$ cat src/rtl/instruction_fetch.sv
// Instruction fetch/issue stage: a small program memory loaded while idle,
// then issued one word per cycle with stall, load-use bubble and HALT handling.
module instruction_fetch #(
  parameter int DEPTH  = 16,
  parameter int ADDR_W = 4
) (
  input  logic              clk,
  input  logic              rst,
  input  logic              prog_we,
  input  logic [ADDR_W-1:0] prog_addr,
  input  logic [15:0]       prog_data,
  input  logic              start,
  input  logic              stall,
  output logic [2:0]        inst,
  output logic [2:0]        rd,
  output logic [2:0]        rs,
  output logic [2:0]        rt,
  output logic [6:0]        imm,
  output logic              inst_valid,
  output logic [ADDR_W-1:0] pc,
  output logic              busy,
  output logic              done
);

  localparam logic [1:0] IDLE   = 2'd0;
  localparam logic [1:0] RUN    = 2'd1;
  localparam logic [1:0] FINISH = 2'd2;

  localparam logic [2:0] OP_ADD  = 3'd0;
  localparam logic [2:0] OP_SW   = 3'd2;
  localparam logic [2:0] OP_LW   = 3'd3;
  localparam logic [2:0] OP_SLL  = 3'd4;
  localparam logic [2:0] OP_HALT = 3'd7;

  logic [1:0]  state;
  logic [15:0] mem [DEPTH];
  logic [15:0] word;
  logic [2:0]  wordOp;
  logic [2:0]  wordRs;
  logic [2:0]  wordRt;
  logic        usesRt;
  logic        hazard;
  logic        lastAddr;

  assign word     = mem[pc];
  assign wordOp   = word[15:13];
  assign wordRs   = word[9:7];
  assign wordRt   = word[6:4];
  assign usesRt   = (wordOp == OP_ADD) || (wordOp == OP_SLL) || (wordOp == OP_SW);
  // A load still sitting on the outputs cannot forward to a consumer fetched right behind it.
  assign hazard   = inst_valid && (inst == OP_LW) &&
                    ((rd == wordRs) || (usesRt && (rd == wordRt)));
  assign lastAddr = (pc == ADDR_W'(DEPTH - 1));
  assign busy     = (state != IDLE);

  // Program memory is deliberately not reset so a loaded program survives an abort.
  always_ff @(posedge clk) begin
    if (state == IDLE && prog_we) begin
      mem[prog_addr] <= prog_data;
    end
  end

  always_ff @(posedge clk or posedge rst) begin
    if (rst) begin
      state      <= IDLE;
      pc         <= '0;
      inst       <= '0;
      rd         <= '0;
      rs         <= '0;
      rt         <= '0;
      imm        <= '0;
      inst_valid <= 1'b0;
      done       <= 1'b0;
    end else begin
      case (state)
        IDLE: begin
          done <= 1'b0;
          if (start) begin
            pc    <= '0;
            state <= RUN;
          end
        end
        RUN: begin
          if (stall) begin
            state <= RUN;
          end else if (hazard) begin
            inst_valid <= 1'b0;
          end else if (wordOp == OP_HALT) begin
            inst_valid <= 1'b0;
            state      <= FINISH;
          end else begin
            inst       <= wordOp;
            rd         <= word[12:10];
            rs         <= wordRs;
            rt         <= wordRt;
            imm        <= word[6:0];
            inst_valid <= 1'b1;
            pc         <= pc + ADDR_W'(1);
            if (lastAddr) begin
              state <= FINISH;
            end
          end
        end
        FINISH: begin
          if (!stall) begin
            inst_valid <= 1'b0;
            done       <= 1'b1;
            state      <= IDLE;
          end
        end
        default: begin
          state <= IDLE;
        end
      endcase
    end
  end

endmodule

$ cat config.mk
export PLATFORM = sky130hd
export DESIGN_NAME = instruction_fetch
export DESIGN_NICKNAME = d
export VERILOG_FILES = /design/src/rtl/instruction_fetch.sv
export SDC_FILE = /design/constraint.sdc
export NUM_CORES = 1
export LEC_CHECK = 0
export CAP_MARGIN = 20
export CORE_MARGIN = 4
export CORE_UTILIZATION = 65
export DETAILED_ROUTE_END_ITERATION = 6
export PLACE_DENSITY = 0.85
export SYNTH_ARGS = -nofsm -noshare
export SYNTH_HDL_FRONTEND = slang
export SYNTH_SLANG_ARGS = --single-unit
$ cat constraint.sdc
create_clock -name clk -period 5.35 [get_ports clk]
set_clock_uncertainty 0.05 [all_clocks]
set_input_delay 0.535 -clock clk [delete_from_list [all_inputs] [get_ports clk]]
set_output_delay 0.535 -clock clk [all_outputs]
set_load 0.1 [all_outputs]
==> flow_metrics.env, run 1 <==
export IMPL_status="complete, no violations"
export IMPL_drc=0
export IMPL_io_pins=51
export IMPL_syn_cell_area_mm2=0.0112
export IMPL_synth_ff_type="edfxtp_1"
export IMPL_synthToLayoutAreaGrowth_pct=14.1
export IMPL_max_cap_violations=0
export IMPL_drt_first_iter_violations=979
export IMPL_ys_seq_area_frac=0.739
export IMPL_ys_types=55
export IMPL_grt_pass1_vias=6194
export IMPL_crit_required_ns=5.70
export IMPL_setup_tns_ns=0
export IMPL_wl_mm=26.5
export IMPL_clk_latency_ns=0.52
export IMPL_r2r_start="pc[2]$_DFFE_PP0P_"
export IMPL_syn_avg_cell_area_um2=20.7
export IMPL_vias=5962
export IMPL_ant_nets=0
export IMPL_cts_num_sinks=280
export IMPL_period_share=0.743
export IMPL_post_synth_top_count_cell="edfxtp_1"
export IMPL_setup_viol=0
export IMPL_crit_path_start="pc[2]$_DFFE_PP0P_"
export IMPL_crit_path_end_kind="flip-flop"
export IMPL_drive_above_1_share=0.243
export IMPL_antenna_found_initial=0
export IMPL_dp_hpwl_mm=14.3
export IMPL_fmaxAchievable_mhz=252
export IMPL_peakVddDrop_mv=0.597
export IMPL_rsz0062_at_grt="false"
export IMPL_routabilityCongestion=0.863
export IMPL_path_class="reg -> reg"
export IMPL_synth_edff_count=256
export IMPL_start_util=0.669
export IMPL_grt_max_degree=50
export IMPL_slew_headroom=0.310
export IMPL_die_h_um=139
export IMPL_startpoint_type="flip-flop"
export IMPL_routedWlPerCell_um=31.2
export IMPL_synthTopCellsByArea="edfxtp_1, mux4_2, dfrtp_1"
export IMPL_rows=47
export IMPL_numPortBuffers=50
export IMPL_grtUsageTotal=0.279
export IMPL_tritoncts="built"
export IMPL_p_total_mw=6.92
export IMPL_yosysWarnings=0
export IMPL_min_period_ns=3.97
export IMPL_drtPass1Iterations=6
export IMPL_clockBufferDepth=3
export IMPL_hp_start="imm[0]$_DFFE_PP0P_"
export IMPL_dieArea_mm2=0.0194
export IMPL_p_leak_nw=4.20
export IMPL_viasPerCell=7.02
export IMPL_postLayoutCoreUtil=0.763
export IMPL_cts_setup_buffers=0
export IMPL_slew_violations=0
export IMPL_worstHoldPathType="reg -> reg"
export IMPL_async_flop_share=0.0857
export IMPL_path_clk_slew_ns=0.07
export IMPL_synth_top_area_frac=0.686
export IMPL_p_per_area_mw_per_mm2=541
export IMPL_synth_largest_area_cell="edfxtp_1"
export IMPL_grt_pass1_wl_mm=40.0
export IMPL_core_mm2=0.0168
export IMPL_nNetsFinal=637
export IMPL_syn_nets=567
export IMPL_root_buffer="clkbuf_16"
export IMPL_diodes=0
export IMPL_postPlaceCellArea_mm2=0.0120
export IMPL_cts_buffers=26
export IMPL_syn_inst=541
export IMPL_critical_path_max_fanout=39
export IMPL_ctsResizeCount=0
export IMPL_htree_levels=1
export IMPL_worst_pin_slew_ns=1.04
export IMPL_ys_ff_latch=280
export IMPL_yosys_top_cells_count="edfxtp_1, mux4_2, dfrtp_1"
export IMPL_fp_dieW_um=139
export IMPL_ctsHoldBuffers=0
export IMPL_arrival_ns=4.33
export IMPL_gr_total_overflow=0
export IMPL_finalInstanceArea_mm2=0.0128
export IMPL_hold_viol_final=0
## worst max-delay path: stages (launching register included)
cell and delay [ns]:
dfrtp_2 1.04, buf_4 0.36, mux4_2 0.37, and4_1 0.24, a2111oi_1 0.57, nand3_1 0.25, a41oi_1 0.52, a21oi_1 0.16
a221o_1 0.30
## where the power goes
group	leakage, nW	internal, mW	switching, mW	total, mW
registers	2.58	2.50	0.296	2.80
logic	1.23	0.914	1.44	2.35
clock network	0.393	1.02	0.758	1.77
total	4.20	4.43	2.49	6.92
## state kept, by name, indices dropped and copies added (netlist names)
| signal | cells |
|---|---|
| inst | 3 |
| mem | 256 |
| inst_valid | 1 |
| rt | 3 |
| imm | 4 |
| rd | 3 |
| done | 1 |
| pc | 4 |
| state | 2 |
| rs | 3 |
## metrics by stage
stage,setup slack (ns),hold WS [ns],std cells
after floorplan,1.73,0.476,541
after global routing,1.29,0.514,849
final,1.38,0.485,849
after detailed placement,1.70,0.457,803
after CTS,1.46,0.495,849
after global placement,1.79,0.443,803
## path summary, 6_finish.rpt
| kind | end | slack, ns | depth (start not counted) |
|---|---|---|---|
| min in group asynchronous | imm[0]$_DFFE_PP0P_ | 0.49 | 2 |
| max | pc[0]$_DFFE_PP0P_ | 1.38 | 8 |
| min reg2reg | imm[0]$_DFFE_PP0P_ | 0.48 | 1 |
| max reg2reg | pc[0]$_DFFE_PP0P_ | 1.38 | 8 |
| max in group asynchronous | pc[0]$_DFFE_PP0P_ | 4.04 | 2 |
| min | imm[0]$_DFFE_PP0P_ | 0.48 | 1 |
## routing by layer
| layer | up-vias | track usage | routed length, µm |
|---|---|---|---|
| met5 | - | 0 | 0 |
| met4 | 0 | 0.108 | 995 |
| met3 | 92 | 0.0666 | 3260 |
| met2 | 467 | 0.430 | 12800 |
| met1 | 3039 | 0.396 | 9400 |
| li1 | 2364 | - | - |
## layout by cell type (no fill, tap or decap), types with 2 or more instances in the layout
master             n
nor3_1             3
mux4_2            57
and4_1             2
inv_1              7
nor2b_1            8
and3_1             2
clkinv_2           4
a21oi_1            4
nand2b_1           6
o211ai_1           2
xor2_1             3
nand2_1           20
nor3_2             4
mux4_1            10
nand4_1            4
mux2_4             5
nor2_2             8
edfxtp_1         256
clkbuf_1           7
o21ai_0            4
dfrtp_2            2
a22oi_1            3
o31ai_1            2
bufinv_16          2
mux2i_1           19
clkinv_1           5
nor2_1            15
buf_4             21
clkdlybuf4s50_1   50
nand3_1            5
clkbuf_16         27
mux2_2            13
dfrtp_1           21
## logic make-up after synthesis
kind of cell    count (synthesis)  synth area share
simple gates                   87            0.0412
buf+inv                        36            0.0210
mux                           104             0.175
fa+ha+maj                       1           0.00112
compound gates                 29            0.0196
xor+xnor                        4           0.00313
flops                         280             0.739
## layout make-up
| type | count | area, µm² |
|---|---|---|
| clock buffers | 34 | 702 |
| clock inverters | 12 | 106 |
| flip-flops and latches | 280 | 8290 |
| repair buffers | 71 | 658 |
| fillers | 816 | 3970 |
| multi-input cells | 225 | 2730 |
| well taps | 220 | 275 |
| inverters | 7 | 26.3 |
No activity file was read; power rests on OpenSTA's default activity.
==> inputs of run 2 (changes only) <==
--- a/config.mk
+++ b/config.mk
@@ -7,9 +7,9 @@
 export LEC_CHECK = 0
 export CAP_MARGIN = 20
 export CORE_MARGIN = 4
-export CORE_UTILIZATION = 65
+export CORE_UTILIZATION = 54
 export DETAILED_ROUTE_END_ITERATION = 6
-export PLACE_DENSITY = 0.85
+export PLACE_DENSITY = 0.75
 export SYNTH_ARGS = -nofsm -noshare
 export SYNTH_HDL_FRONTEND = slang
 export SYNTH_SLANG_ARGS = --single-unit
==> constraint.sdc (replaced) <==
create_clock -name clk -period 3.2 [get_ports clk]
set_clock_uncertainty 0.05 [all_clocks]
set_input_delay 0.32 -clock clk [delete_from_list [all_inputs] [get_ports clk]]
set_output_delay 0.32 -clock clk [all_outputs]
set_load 0.1 [all_outputs]
==> run 2 against run 1 <==
Effect of this change:
- sequential power is 59% higher
- flip-flop and latch count unchanged
- register-to-register slack got worse by 1.3 ns
- wire length decreased by 3.9%
- fmax is 26% higher
- via count shrank 2.3%
- first-iteration DRC count down 30%
- combinational power is 86% higher
- sequential share of layout area down 2.1 points
- final cell count up 9.5%
- worst hold slack lost 0.029 ns
- highest routed layer is now met5
==> flow_metrics.env, run 2 (same netlist as run 1, synthesis figures left out) <==
export IMPL_status="complete, no violations"
export IMPL_holdWs_ns=0.456
export IMPL_clk_latency_ns=0.52
export IMPL_ant_nets=0
export IMPL_multiInputGateArea_mm2=0.00277
export IMPL_drc=0
export IMPL_grtUsageTotal=0.217
export IMPL_power_frac_seq=0.378
export IMPL_synthToLayoutAreaGrowth_pct=18.0
export IMPL_final_common_cell="edfxtp_1"
export IMPL_peakVddDrop_mv=0.369
export IMPL_largest_reg_flops=256
export IMPL_postPlaceCellArea_mm2=0.0122
export IMPL_cpLargestDelayFamily="simple AND/OR/NAND/NOR gates"
export IMPL_routabilityCongestion=0.841
export IMPL_fill_cells=1319
export IMPL_crit_path_start="pc[0]$_DFFE_PP0P_"
export IMPL_rows=52
export IMPL_finalInstanceArea_mm2=0.0132
export IMPL_tritoncts="built"
export IMPL_setup_slack_ns=0.0541
export IMPL_core_mm2=0.0203
export IMPL_dieArea_mm2=0.0231
export IMPL_period_share=0.983
export IMPL_grt_pass1_wl_mm=37.8
export IMPL_numPortBuffers=50
export IMPL_p_per_area_mw_per_mm2=892
export IMPL_gr_total_overflow=0
export IMPL_p_comb_frac=0.371
export IMPL_drtPass1Iterations=5
export IMPL_seq_area_mm2=0.00830
export IMPL_setup_viol=0
export IMPL_startpoint_type="flip-flop"
export IMPL_crit_path_end_kind="flip-flop"
export IMPL_cts_buffers=26
export IMPL_path_buf_inv=1
export IMPL_sw_frac_of_total=0.352
export IMPL_viasPerCell=6.26
export IMPL_die_h_um=152
export IMPL_vias=5825
export IMPL_drt_first_iter_violations=688
export IMPL_power_switching_mw=4.15
export IMPL_dp_hpwl_mm=14.5
export IMPL_grt_max_degree=47
export IMPL_dpl_worst_slack_ns=-0.00678
export IMPL_cts_num_sinks=280
export IMPL_hold_viol_final=0
export IMPL_slew_headroom=0.345
export IMPL_layoutNonFillerInstCount=930
export IMPL_r2r_start="pc[0]$_DFFE_PP0P_"
export IMPL_antenna_found_initial=1
export IMPL_worstHoldPathType="reg -> reg"
export IMPL_power_internal_mw=7.64
export IMPL_drive_above_1_share=0.298
export IMPL_grt_pass1_vias=5934
export IMPL_setup_tns_ns=0
export IMPL_max_cap_violations=0
export IMPL_path_class="reg -> reg"
export IMPL_root_buffer="clkbuf_16"
export IMPL_critical_path_max_fanout=14
export IMPL_diodes=0
export IMPL_arrival_ns=3.50
export IMPL_crit_slowest_cell="dfrtp_4"
export IMPL_crit_required_ns=3.55
export IMPL_htree_levels=1
export IMPL_hp_start="done$_DFFE_PP0P_"
export IMPL_largest_register="mem"
export IMPL_worst_pin_slew_ns=0.979
export IMPL_nNetsFinal=667
export IMPL_postLayoutCoreUtil=0.652
export IMPL_clockBufferDepth=3
export IMPL_start_util=0.552
export IMPL_path_clk_slew_ns=0.06
export IMPL_power_frac_clock=0.250
export IMPL_p_leak_nw=4.40
export IMPL_fp_dieW_um=152
export IMPL_routedWlPerCell_um=27.4
export IMPL_mostFrequentLayoutCells="edfxtp_1, mux4_2, buf_4"
export IMPL_cp_cell_sequence="buf_4 -> mux4_1 -> a22oi_1 -> and3_1 -> o21ai_0 -> or4_4 -> nand3_4 -> mux2_2"
export IMPL_min_period_ns=3.15
export IMPL_fmaxAchievable_mhz=318
export IMPL_slew_violations=0
export IMPL_max_stage_delay_ns=0.55
export IMPL_p_total_mw=11.8
export IMPL_wl_mm=25.5
export IMPL_io_pins=51
export IMPL_top_regs="mem: 256 flops, imm: 4 flops, pc: 4 flops"
export IMPL_place_inst=867
run 2: cell types whose count changed in the layout (fill, tap and decap cells not counted), moves of 3 or more:
cell / before / now
buf_12: 0 / 6
buf_4: 21 / 48
clkinv_1: 5 / 8
clkdlybuf4s50_1: 50 / 42
nor2_2: 8 / 12
nor2_1: 15 / 11
run 2: final timing paths:
path | endpoint | slack, ns | depth (start not counted)
setup / recovery | rt[1]$_DFFE_PP0P_ | 0.05 | 8
hold / removal | done$_DFFE_PP0P_ | 0.46 | 2
setup reg to reg | rt[1]$_DFFE_PP0P_ | 0.05 | 8
hold reg to reg | done$_DFFE_PP0P_ | 0.46 | 2
max in group asynchronous | pc[2]$_DFFE_PP0P_ | 2.14 | 4
min in group asynchronous | imm[2]$_DFFE_PP0P_ | 0.55 | 3
run 2: final cells by class:
type	count	share of cell area
multi-input cells	226	0.209
repair buffers	100	0.0742
inverters	7	0.00199
well taps	270	0.0255
flip-flops and latches	280	0.627
clock buffers	32	0.0525
clock inverters	15	0.00946
run 2: worst register-to-register path: cells and delay by family, from the launching register on:
family                 cells  cell delay (ns)
AOI/OAI and AO/OA          2             0.31
buffers and inverters      1             0.16
DFF                        1             0.55
muxes                      2             0.92
and+or+nand+nor            3             1.05
run 2: power groups by stage:
stage               Sequential (mW)  Clock [mW]  Combinational (mW)
detailed placement             4.59           0                4.10
finish                         4.46        2.95                4.38
floorplan                      5.38           0                2.34
CTS                            4.50        3.00                4.20
global route                   4.48        3.16                4.59
global placement               4.57           0                4.04
run 2: timing repair:
item                                   4_1_cts  5_1_grt
hold buffers                                 0        1
buffers inserted                             4        9
cloned                                       0        1
setup endpoints to repair                   15       18
endpoints found under the hold margin        0        2
gates resized for setup                      0        5
run 2: per-layer routing:
layer / wire (µm) / global-route usage
met1: 9810 / 0.308
met2: 12400 / 0.343
met3: 2310 / 0.0401
met4: 940 / 0.0779
met5: 13 / 0
